`config.mk`:
```
export PLATFORM = sky130hd
export DESIGN_NAME = dmem_arbiter
export DESIGN_NICKNAME = d
export VERILOG_FILES = /design/src/rtl/dmem_arbiter.sv
export SDC_FILE = /design/constraint.sdc
export NUM_CORES = 1
export LEC_CHECK = 0
export ABC_AREA = 1
export CAP_MARGIN = 25
export CELL_PAD_IN_SITES_DETAIL_PLACEMENT = 2
export CELL_PAD_IN_SITES_GLOBAL_PLACEMENT = 2
export CORE_ASPECT_RATIO = 0.75
export CORE_MARGIN = 2
export CORE_UTILIZATION = 28
export DETAILED_ROUTE_END_ITERATION = 10
export DONT_BUFFER_PORTS = 1
export PLACE_DENSITY_LB_ADDON = 0.1
export SLEW_MARGIN = 10
export SYNTH_ARGS = -nofsm -noshare
export SYNTH_HDL_FRONTEND = slang
export SYNTH_SLANG_ARGS = --single-unit
```
`constraint.sdc`:
```
create_clock -name fpga_clk -period 1.9 [get_ports fpga_clk]
set_clock_uncertainty 0.1 [all_clocks]
set_input_delay 0.285 -clock fpga_clk [delete_from_list [all_inputs] [get_ports fpga_clk]]
set_output_delay 0.285 -clock fpga_clk [all_outputs]
set_load 0.1 [all_outputs]
```
`src/rtl/dmem_arbiter.sv`:
```
// dmem_arbiter
//   Arbiter and sequencer for the single-port data DRAM. Requester m0 (CPU)
//   issues single-word accesses; requester m1 (DMA/debug loader) issues
//   incrementing bursts. Ties are broken round-robin, and a long m1 burst is
//   paused after MAX_WAIT consecutive beats with m0 waiting, so the CPU sees
//   a bounded latency.
//
//   Ports
//     fpga_clk, fpga_rst          clock, synchronous active-high reset
//     m0_req/we/addr/wdata        CPU request (byte address), held until ack
//     m0_ack, m0_rdata            access done this cycle, read data
//     m1_req/we/addr/len/wdata    burst request, held until done
//     m1_ack, m1_rdata, m1_done   one beat this cycle, beat data, last beat
//     dram_a/we/d, dram_spo       DRAM word address, write strobe, data in/out
//
//   state  | meaning
//   IDLE   | arbitrate between pending requests
//   SERVE0 | one CPU access; returns to SERVE1 if a burst was preempted
//   SERVE1 | one burst beat per cycle
module dmem_arbiter #(
  parameter int ADDR_W    = 16,
  parameter int MAX_BURST = 16,
  parameter int MAX_WAIT  = 4
) (
  input  logic              fpga_clk,
  input  logic              fpga_rst,
  input  logic              m0_req,
  input  logic              m0_we,
  input  logic [31:0]       m0_addr,
  input  logic [31:0]       m0_wdata,
  output logic              m0_ack,
  output logic [31:0]       m0_rdata,
  input  logic              m1_req,
  input  logic              m1_we,
  input  logic [31:0]       m1_addr,
  input  logic [4:0]        m1_len,
  input  logic [31:0]       m1_wdata,
  output logic              m1_ack,
  output logic [31:0]       m1_rdata,
  output logic              m1_done,
  output logic [ADDR_W-1:0] dram_a,
  output logic              dram_we,
  output logic [31:0]       dram_d,
  input  logic [31:0]       dram_spo
);

  localparam int LEN_W  = $clog2(MAX_BURST + 1);
  localparam int WAIT_W = $clog2(MAX_WAIT + 1);

  localparam logic [1:0] S_IDLE   = 2'd0;
  localparam logic [1:0] S_SERVE0 = 2'd1;
  localparam logic [1:0] S_SERVE1 = 2'd2;

  logic [1:0]        state;
  logic              rr_ptr;
  logic              resume;
  logic [LEN_W-1:0]  beat_cnt;
  logic [LEN_W-1:0]  len_eff;
  logic [WAIT_W-1:0] wait_cnt;
  logic [ADDR_W-1:0] a_hold;
  logic [31:0]       d_hold;

  logic              serve0;
  logic              serve1;
  logic              last_beat;
  logic              grant0;
  logic              grant1;
  logic [31:0]       beat_addr;
  logic [LEN_W-1:0]  len_req;
  logic [WAIT_W-1:0] wait_next;
  logic              unused_bits;

  // Acks and the write strobe are masked during reset so an aborted burst
  // never commits a beat or signals done in the reset cycle.
  assign serve0 = (state == S_SERVE0) && !fpga_rst;
  assign serve1 = (state == S_SERVE1) && !fpga_rst;

  // Address follows the live m1_addr; only the beat count is internal.
  assign beat_addr = m1_addr + (32'(beat_cnt) << 2);
  assign last_beat = (beat_cnt == len_eff - LEN_W'(1));

  assign grant0 = m0_req && (!m1_req || !rr_ptr);
  assign grant1 = m1_req && (!m0_req || rr_ptr);

  assign wait_next = m0_req ? wait_cnt + WAIT_W'(1) : '0;

  always_comb begin
    len_req = LEN_W'(m1_len);
    if (m1_len == 5'd0) begin
      len_req = LEN_W'(1);
    end else if (32'(m1_len) > 32'(MAX_BURST)) begin
      len_req = LEN_W'(MAX_BURST);
    end
  end

  always_comb begin
    dram_a = a_hold;
    dram_d = d_hold;
    case (state)
      S_SERVE0: begin
        dram_a = m0_addr[ADDR_W+1:2];
        dram_d = m0_wdata;
      end
      S_SERVE1: begin
        dram_a = beat_addr[ADDR_W+1:2];
        dram_d = m1_wdata;
      end
      default: ;
    endcase
  end

  assign dram_we  = (serve0 && m0_we) || (serve1 && m1_we);
  assign m0_ack   = serve0;
  assign m1_ack   = serve1;
  assign m1_done  = serve1 && last_beat;
  assign m0_rdata = dram_spo;
  assign m1_rdata = dram_spo;

  assign unused_bits = ^{m0_addr[31:ADDR_W+2], m0_addr[1:0],
                         beat_addr[31:ADDR_W+2], beat_addr[1:0]};

  always_ff @(posedge fpga_clk) begin
    if (fpga_rst) begin
      state    <= S_IDLE;
      rr_ptr   <= 1'b0;
      resume   <= 1'b0;
      beat_cnt <= '0;
      len_eff  <= '0;
      wait_cnt <= '0;
      a_hold   <= '0;
      d_hold   <= '0;
    end else begin
      a_hold <= dram_a;
      d_hold <= dram_d;
      case (state)
        S_IDLE: begin
          if (grant0) begin
            state  <= S_SERVE0;
            rr_ptr <= 1'b1;
          end else if (grant1) begin
            state    <= S_SERVE1;
            rr_ptr   <= 1'b0;
            len_eff  <= len_req;
            beat_cnt <= '0;
            wait_cnt <= '0;
            resume   <= 1'b0;
          end
        end
        S_SERVE0: begin
          state <= resume ? S_SERVE1 : S_IDLE;
        end
        S_SERVE1: begin
          beat_cnt <= beat_cnt + LEN_W'(1);
          if (last_beat) begin
            state    <= S_IDLE;
            resume   <= 1'b0;
            wait_cnt <= '0;
          end else if (wait_next == WAIT_W'(MAX_WAIT)) begin
            // Pause the burst for one CPU access; beat_cnt/len_eff are kept.
            state    <= S_SERVE0;
            resume   <= 1'b1;
            wait_cnt <= '0;
          end else begin
            wait_cnt <= wait_next;
          end
        end
        default: state <= S_IDLE;
      endcase
    end
  end

endmodule

```
==> impl_metrics.csv <==
group,metric,value,unit
outcome,status,"finished, violations left",
outcome,failed_checks,"setup timing",
floorplan,start_util,28.46,%
global_routing,grt_max_degree,51,
layout,final_area,0.007582,mm^2
drt,drtIter0Drc,126,
min_path,hp-class,"primary input to flip-flop",
floorplan,core_area,0.01518,mm^2
sta,rsz0062_at_grt,"yes",
yosys,postSynthAreaPerCell,6.645,um^2
layout,drive_gt1_share,59.11,%
sta,hold_viol_final,0,
sta,slew_violations,0,
clock_tree,cts_made_buffers,9,
global_routing,grt_pass1_wl,29.79,mm
setup_path,path_cells,"ha_4 -> inv_2 -> fa_2 -> o21ai_4 -> nand2_2 -> nand2_4 -> buf_4 -> nand2_2 -> nand2_2 -> o21ai_2 -> o21ai_2 -> bufinv_8",
clock_tree,cts_tree,"yes",
clock_tree,htree_levels,3,
clock_tree,insertion_delay,0.34,ns
setup_path,cp_top_family,"adder cells",
global_routing,antenna_found_initial,0,
sta,fmax,367.0,MHz
setup_path,required,1.51,ns
sta,worst_pin_slew,0.5291,ns
yosys,yosys_warnings,0,
drt,drc_errors,0,
drt,dr.pass1.iters,4,
yosys,async_reset_ff_share,0,%
yosys,synth_cells,650,
sta,fin_crit,2.724,ns
yosys,synth_edf_count,0,
global_routing,track_usage,23.26,%
yosys,ys_seq_area_share,30.13,%
drt,wl_per_cell,24.25,um
clock_tree,cts_root_buf,"clkbuf_16",
sta,fin_ws,-0.8245,ns
setup_path,crit_fanout,6,
yosys,synth-seq-cells,65,
layout,insertedDiodeCount,0,
layout,syn_to_final_growth,75.55,%
sta,finalCritPeriodShare,143.4,%
floorplan,die_area,0.01645,mm^2
drt,routed_wl,22.41,mm
layout,fin_cells,924,
layout,fillers,1566,
layout,multi_input_area,0.003716,mm^2
floorplan,io_pins,287,
flow_run,cap_violations,0,
setup_path,worstSetupPathType,"flip-flop to output port",
sta,max-slew-margin-rel,64.45,%
yosys,synthFlopType,"dfxtp_1",
clock_tree,clockBufferDepth,2,
clock_tree,clkSinkCount,65,
floorplan,die_height,111.6,um
global_routing,grt_pass1_vias,5272,
yosys,ys_types,31,
sta,timing.hold.ws,0.02290,ns
floorplan,rows,39,
drt,drtAntennaViolNets,0,
drt,vias,4730,
placed_design,post_dp_cell_area,0.005344,mm^2
yosys,syn_nets,834,
setup_path,start_kind,"flip-flop",
setup_path,crit_slowest_cell,"fa_2",
setup_path,cp.arrival,2.34,ns
placed_design,numPortBuffers,0,
clock_tree,clk_pin_slew_worst_paths,0.05,ns
layout,seqCellArea,0.001318,mm^2
sta,setup_viol,75,
yosys,synthesis.area,0.004319,mm^2
placed_design,dp.cells,847,
setup_path,slowest_delay,0.38,ns
layout,final_nets,899,
placed_design,dpl.hpwl,11.71,mm
setup_path,path_buf_inv,3,
floorplan,chipWidth,147.4,um
drt,routed_via_density,5.119,
global_routing,grt.overflow.total,0,
setup_path,cp_common_cell,"nand2_2",
placed_design,gp_congestion,0.7959,
setup_path,end_kind,"output port",
stage by stage:
step,setup WS (ns),setup TNS (ns),utilization [%]
2_1_floorplan,-0.3557,-3.487,-
3_3_place_gp,-0.3312,-3.715,35.21
3_5_place_dp,-0.3830,-6.038,35.21
4_1_cts,-0.7221,-22.01,45.93
5_1_grt,-0.9195,-30.87,49.96
6_report,-0.8245,-25.81,49.96
cells by family after synthesis:
| family | count (synthesis) | share of synthesized area, % |
|---|---|---|
| buffers and inverters | 149 | 18.80 |
| AND/OR/NAND/NOR | 285 | 27.43 |
| adder cells (fa/ha/maj) | 13 | 3.940 |
| flip-flops | 65 | 30.13 |
| AO/OA/AOI/OAI | 138 | 19.70 |
sequential cells by signal (all words and copies together) (netlist names):
| register | count |
|---|---|
| d_hold | 32 |
| a_hold | 16 |
| beat_cnt | 5 |
| len_eff | 5 |
| wait_cnt | 3 |
| state | 2 |
| resume | 1 |
| rr_ptr | 1 |
synth_stat cells, types with 4 or more instances:
library cell	n	share of area, %
or2_2	4	0.58
o22ai_1	5	0.72
buf_2	5	0.58
nand2_2	4	0.58
ha_1	12	3.5
buf_4	65	11
nand4_1	4	0.58
and2_1	6	0.87
nand3_1	23	2.7
buf_1	6	0.52
nor3_1	8	0.93
a21oi_1	71	8.2
o21ai_0	18	2.1
nand2_1	189	16
dfxtp_1	65	30
a22o_1	34	6.9
inv_1	52	4.5
clkbuf_1	18	1.6
nor2_2	4	0.58
nor2_1	40	3.5
final cells by class:
type	instances	area share (%)
Clock buffer	12	3.383
Tap cell	205	3.383
Inverter	55	3.795
Multi-Input combinational cell	436	49.01
Sequential cell	65	17.38
Timing Repair Buffer	148	22.52
Clock inverter	3	0.5281
worst paths after layout:
kind	depth (start not counted)	slack, ns	to	start
setup / recovery	12	-0.82	dram_a[8]	beat_cnt[0]
hold / removal	2	0.02	len_eff[1]	m1_len[1]
hold reg to reg	2	0.40	len_eff[4]	len_eff[4]
setup reg to reg	12	-0.37	a_hold[4]	beat_cnt[0]
per-layer routing:
metal	share of wire (%)	vias to the layer above	global-route usage [%]
met1	40	2343	26.67
met4	2.6	0	6.410
met5	0	-	0
met3	4.7	48	7.090
li1	-	2187	-
met2	53	152	41.96
worst register-to-register path, cell delays in order, from the launching register on:
cell and delay (ns):
dfxtp_2 0.35, ha_4 0.15, inv_2 0.05, fa_2 0.38, o21ai_4 0.19, nand2_2 0.10, buf_4 0.14, buf_4 0.12
buf_4 0.14, nand3_4 0.08, a21oi_4 0.06, buf_12 0.17, and2_4 0.15
repair_timing:
action	4_1_cts	5_1_grt
endpoints found under the hold margin	50	0
hold buffers	1	0
setup endpoints to repair	65	98
gates cloned	9	1
resized for setup	175	143
buffers inserted	42	31
pin swaps	62	90
cell usage in the layout, fill, tap and decap left out, drive strengths merged, types with 5 or more instances in the layout:
| cell | n |
|---|---|
| dfxtp | 65 |
| nand2 | 193 |
| a22o | 34 |
| nor3 | 10 |
| o22ai | 5 |
| a21oi | 73 |
| clkbuf | 14 |
| buf | 144 |
| nand3 | 23 |
| o21ai | 21 |
| ha | 12 |
| nor2 | 44 |
| inv | 46 |
| and2 | 6 |
Power is not shown: default switching activity piles up to over one toggle a cycle in this logic, so the estimate is an artifact.
